===== src/rtl/tl_sensor_cond_if.sv =====
// Detector and light bundle between the sensor front end
// and the left-turn traffic-light controller.
interface tl_sensor_cond_if;
    logic       sa_raw;
    logic       sb_raw;
    logic       sal_raw;
    logic       sbl_raw;
    logic [1:0] La;
    logic [1:0] Lb;
    logic       Ta;
    logic       Tb;
    logic       Tal;
    logic       Tbl;

    modport master (
        output sa_raw, sb_raw, sal_raw, sbl_raw,
        output La, Lb,
        input  Ta, Tb, Tal, Tbl
    );

    modport slave (
        input  sa_raw, sb_raw, sal_raw, sbl_raw,
        input  La, Lb,
        output Ta, Tb, Tal, Tbl
    );
endinterface


===== src/rtl/tl_sensor_cond.sv =====
// Synchronizes and debounces the four vehicle detectors and
// holds left-turn requests until the matching arrow is shown.
module tl_sensor_cond #(
    parameter int DEB_CYCLES = 4,
    parameter int CNT_W      = 3
) (
    input logic              clk,
    input logic              reset,
    tl_sensor_cond_if.slave  io
);
    typedef enum logic [1:0] {
        ST_LO,
        CNT_HI,
        ST_HI,
        CNT_LO
    } deb_st_t;

    localparam logic [CNT_W-1:0] CNT_END = CNT_W'(DEB_CYCLES - 1);
    localparam logic [CNT_W-1:0] CNT_ONE = CNT_W'(1);

    // Lane order: 0=sa, 1=sb, 2=sal, 3=sbl
    logic [3:0] raw;
    logic [3:0] s1;
    logic [3:0] s2;
    logic [3:0] stab;
    logic [3:0] rise;
    logic       req_a;
    logic       req_b;

    assign raw = {io.sbl_raw, io.sal_raw, io.sb_raw, io.sa_raw};

    always_ff @(posedge clk) begin
        if (reset) begin
            s1 <= '0;
            s2 <= '0;
        end else begin
            s1 <= raw;
            s2 <= s1;
        end
    end

    for (genvar g = 0; g < 4; g++) begin : g_lane
        deb_st_t          st;
        logic [CNT_W-1:0] cnt;
        logic             lvl;
        logic             done;

        // >= lets DEB_CYCLES=1 leave the count state on the next edge
        assign done    = (cnt >= CNT_END);
        assign rise[g] = (st == CNT_HI) && s2[g] && done;
        assign stab[g] = lvl;

        always_ff @(posedge clk) begin
            if (reset) begin
                st  <= ST_LO;
                cnt <= '0;
                lvl <= 1'b0;
            end else begin
                unique case (st)
                    ST_LO: begin
                        if (s2[g]) begin
                            st  <= CNT_HI;
                            cnt <= CNT_ONE;
                        end
                    end
                    CNT_HI: begin
                        if (!s2[g]) begin
                            st  <= ST_LO;
                            cnt <= '0;
                        end else if (done) begin
                            st  <= ST_HI;
                            cnt <= '0;
                            lvl <= 1'b1;
                        end else begin
                            cnt <= cnt + CNT_ONE;
                        end
                    end
                    ST_HI: begin
                        if (!s2[g]) begin
                            st  <= CNT_LO;
                            cnt <= CNT_ONE;
                        end
                    end
                    CNT_LO: begin
                        if (s2[g]) begin
                            st  <= ST_HI;
                            cnt <= '0;
                        end else if (done) begin
                            st  <= ST_LO;
                            cnt <= '0;
                            lvl <= 1'b0;
                        end else begin
                            cnt <= cnt + CNT_ONE;
                        end
                    end
                endcase
            end
        end
    end

    // An arrow on the same edge as a new press serves that car
    always_ff @(posedge clk) begin
        if (reset) begin
            req_a <= 1'b0;
            req_b <= 1'b0;
        end else begin
            if (io.La == 2'b11)
                req_a <= 1'b0;
            else if (rise[2])
                req_a <= 1'b1;
            if (io.Lb == 2'b11)
                req_b <= 1'b0;
            else if (rise[3])
                req_b <= 1'b1;
        end
    end

    assign io.Ta  = stab[0];
    assign io.Tb  = stab[1];
    assign io.Tal = req_a;
    assign io.Tbl = req_b;
endmodule


===== src/flat_wrapper.sv =====
// flat-port wrapper written by rule: the top's interface ports become plain ports
module tl_sensor_cond_flat 
#(
    parameter int DEB_CYCLES = 4,
    parameter int CNT_W      = 3
)
  (clk, reset, io_sa_raw, io_sb_raw, io_sal_raw, io_sbl_raw, io_La, io_Lb, io_Ta, io_Tb, io_Tal, io_Tbl);
  tl_sensor_cond_if io_i ();
  input logic clk;
  input logic reset;
  input wire logic [$bits(io_i.sa_raw)-1:0] io_sa_raw;
  input wire logic [$bits(io_i.sb_raw)-1:0] io_sb_raw;
  input wire logic [$bits(io_i.sal_raw)-1:0] io_sal_raw;
  input wire logic [$bits(io_i.sbl_raw)-1:0] io_sbl_raw;
  input wire logic [$bits(io_i.La)-1:0] io_La;
  input wire logic [$bits(io_i.Lb)-1:0] io_Lb;
  output wire logic [$bits(io_i.Ta)-1:0] io_Ta;
  output wire logic [$bits(io_i.Tb)-1:0] io_Tb;
  output wire logic [$bits(io_i.Tal)-1:0] io_Tal;
  output wire logic [$bits(io_i.Tbl)-1:0] io_Tbl;
  assign io_i.sa_raw = io_sa_raw;
  assign io_i.sb_raw = io_sb_raw;
  assign io_i.sal_raw = io_sal_raw;
  assign io_i.sbl_raw = io_sbl_raw;
  assign io_i.La = io_La;
  assign io_i.Lb = io_Lb;
  assign io_Ta = io_i.Ta;
  assign io_Tb = io_i.Tb;
  assign io_Tal = io_i.Tal;
  assign io_Tbl = io_i.Tbl;
  tl_sensor_cond #(.DEB_CYCLES(DEB_CYCLES), .CNT_W(CNT_W)) u_core (.clk(clk), .reset(reset), .io(io_i));
endmodule

===== config.mk =====
export PLATFORM = sky130hd
export DESIGN_NAME = tl_sensor_cond_flat
export DESIGN_NICKNAME = d
export VERILOG_FILES = /design/src/rtl/tl_sensor_cond_if.sv /design/src/rtl/tl_sensor_cond.sv /design/src/flat_wrapper.sv
export SDC_FILE = /design/constraint.sdc
export NUM_CORES = 1
export LEC_CHECK = 0
export ABC_AREA = 0
export CAP_MARGIN = 20
export CORE_ASPECT_RATIO = 1.25
export CORE_UTILIZATION = 50
export CTS_CLUSTER_SIZE = 10
export DETAILED_ROUTE_END_ITERATION = 8
export GPL_TIMING_DRIVEN = 0
export PLACE_DENSITY = 0.71
export SETUP_SLACK_MARGIN = 0.1
export SLEW_MARGIN = 15
export SYNTH_ARGS = -nofsm -noshare
export SYNTH_HDL_FRONTEND = slang
export SYNTH_SLANG_ARGS = --single-unit
export TNS_END_PERCENT = 100

===== constraint.sdc =====
create_clock -name clk -period 1.82 [get_ports clk]
set_input_delay 0.364 -clock clk [delete_from_list [all_inputs] [get_ports clk]]
set_output_delay 0.364 -clock clk [all_outputs]
set_load 0.02 [all_outputs]

==> results by group <==
Route
  • Routed wire length: 2540 microns
  • ANT nets after route: 0
  • DRC: 0
  • Wirelength per Cell: 13.2 microns
  • Detailed-route via count: 1085
  • Iteration-0 DRC count of the detailed router: 16
  • Routed vias/inst: between 5 and 6
  • Pre-antenna DRT Iters: 4

Floorplanning
  • Die ar.: 2970 sq um
  • Starting Density: 0.545
  • Die Span Y: 60.7 microns
  • Core area: ~2500 sq um
  • I/O pins: 14
  • Rows: 20
  • DIE WIDTH: 48.9 microns

Setup path
  • Slowest Stage Delay on Critical Path: 0.62 ns
  • Critical Path Fanout Max: 3
  • Crit path required time: 1.46 ns
  • Worst path top cell family by delay: buffers and inverters
  • Worst reg2reg setup slack: about 0.15 ns
  • Worst path cell trace: clkdlybuf4s50_1
  • Critical path arrival: around 1.3 ns
  • R2R Path Start: u_core.g_lane[1].cnt[0]
  • Startpoint types: register
  • Critical path type: reg -> out
  • Worst setup EP type: output port
  • Crit path buf inv count: 1
  • Critical path's slowest cell: clkdlybuf4s50_1
  • Crit path launch: u_core.io.Tb

STA
  • Setup TNS: 0 ns
  • Fin. max-slew vios: 0
  • Final Hold Violating Endpoints: 0
  • Max frequency: approximately 0.6 GHz
  • Tightest Pin Transition: 0.574 ns
  • Setup Viol. Count Final: 0
  • Final Skew: 0.0128 ns
  • RSZ-0062 raised after global routing: true
  • Fin crit share: 0.919
  • Max-slew headroom: 0.617
  • Minimum clock period: 1.67 ns

Synth
  • Cell Area, Synth: 1380 sq um
  • Ys flop type: dfxtp_1
  • #FFs+latches synth: 32
  • Post-synthesis sequential area ratio: 0.465
  • Post-synth top area cell: dfxtp_1
  • Top-count cell post-synth: dfxtp_1
  • Mapped Avg Cell Area: 10.0 sq um
  • Number of enable flip-flop cells after synthesis: 0
  • Post-synth net total: 155
  • Synthesis Warnings: 0
  • Ranking of synthesized cells by area: dfxtp_1 (47%), ha_1 (7.3%), nor2b_1 (4.1%), a21oi_1 (3.6%), xor2_1 (2.5%)
  • Yosys cell types: 35
  • Syn Inst Count: 137
  • Top-area cell type share of the netlist area: 0.465
  • Fraction of registers with async set/reset: 0
  • Top cells by count, synth: dfxtp_1 (32), a21oi_1 (10), nor2b_1 (9)

Clock network
  • Post-CTS Hold Buffers: 0
  • CTS Sinks: 32
  • CTS tree: done
  • CTS H-tree depth: 2
  • Clock Path Buffers: 2
  • CTS root buf: clkbuf_4
  • Clk Latency, worst-skew pair: 0.33 ns
  • Clock transition at path regs: 0.10 ns
  • CTS buffer count: 5

Placement
  • HPWL Detailed: ~1800 microns
  • RD Place Congestion: approximately 0.8
  • DP Area: 1540 sq um
  • IO buf count: 12

Power
  • Switching power: 282 uW
  • Peak supply drop: ~0.64 mV
  • Leakage power: 0.633 nW
  • Internal power: ~940 uW
  • Reg power frac: 0.600
  • Sw Ratio: 0.231
  • Power per cell area: 746 nW/um^2
  • Clock network power share: 0.342
  • Combinational share of power: 0.058

Status
  • Status: completed

Layout
  • # diodes: 0
  • Final instance area: 1630 sq um
  • Fin nets: approximately 180
  • Area Growth Syn to Fin: 18.7%
  • Share of cells above drive strength 1: 0.126

Min path
  • Hold Startpoint: u_core.s1[2]
  • Worst Hold Class: reg -> reg

Global route
  • Pin count of the biggest net entering global routing: 11
  • Global-route wire length before repair: 4330 microns
  • Grt total ovfl: 0
  • Number of global-route vias before repair: 1022
  • Total GRT Usage: 0.197
  • Initial antenna violation count: 0

Job
  • Max-Cap Viols: 0
==> logic make-up (layout without fill, tap and decap cells) <==
family	after synthesis	count (layout)	synth area share
multiplexers	2	2	0.0145
buffers and inverters	14	36	0.0391
AO/OA/AOI/OAI	31	31	0.179
flip-flops	32	32	0.465
AND/OR/NAND/NOR	46	46	0.204
XOR/XNOR	4	4	0.0255
adder cells (fa/ha/maj)	8	8	0.0727
==> stage by stage <==
stage | instances | power [mW] | setup slack (ns) | hold WS (ns) | utilization
2_1_floorplan | 137 | 0.784 | 0.250 | 0.414 | -
3_3_place_gp | 182 | 0.814 | 0.159 | 0.421 | 0.608
3_5_place_dp | 182 | 0.818 | 0.112 | 0.427 | 0.608
4_1_cts | 190 | 1.23 | 0.109 | 0.450 | 0.633
5_1_grt | 192 | 1.28 | 0.0761 | 0.472 | 0.647
6_report | 192 | 1.22 | 0.148 | 0.451 | 0.647
==> timing repair <==
action | CTS | global route
resized for setup | 0 | 4
buffers inserted | 0 | 2
endpoints found under the setup margin | 0 | 10
==> power groups by stage <==
stage          registers (mW)  logic [mW]  clock network [mW]
2_1_floorplan           0.744      0.0402                   0
3_3_place_gp            0.746      0.0686                   0
3_5_place_dp            0.747      0.0714                   0
4_1_cts                 0.730      0.0714               0.427
5_1_grt                 0.734      0.0789               0.467
6_report                0.731      0.0707               0.416
==> final cells by class <==
cell class	instances	area [sq um]
Sequential cell	32	641
Timing Repair Buffer	14	138
Tap cell	33	41.3
Clock buffer	6	51.3
Fill cell	210	893
Clock inverter	2	10.0
Inverter	10	37.5
Buffer	4	16.3
Multi-Input combinational cell	91	699
==> worst paths after layout <==
| check | cells after the start | end |
|---|---|---|
| worst min-delay path | 1 | u_core.s2[2] |
| worst min register to register | 1 | u_core.s2[2] |
| worst max register to register | 5 | u_core.io.Tb |
| worst max-delay path | 1 | io_Tb |
==> cells in the final DEF (no fill, tap or decap), types with 4 or more instances in the layout <==
| cell | count |
|---|---|
| nand4_1 | 4 |
| nand3b_1 | 4 |
| a21oi_1 | 10 |
| nor2_1 | 4 |
| inv_1 | 8 |
| nor2b_1 | 9 |
| clkbuf_4 | 5 |
| dfxtp_1 | 32 |
| ha_1 | 8 |
| nand2_1 | 6 |
| xor2_1 | 4 |
| clkdlybuf4s50_1 | 11 |
==> routing by layer <==
layer,part of all wire,vias to the layer above,GRT usage
met3,0.030,4,0.0551
met1,0.45,521,0.213
met4,0.015,0,0.0882
met5,0,-,0
li1,-,546,-
met2,0.51,14,0.363
Note: power is estimated with default switching activity, not from simulation.
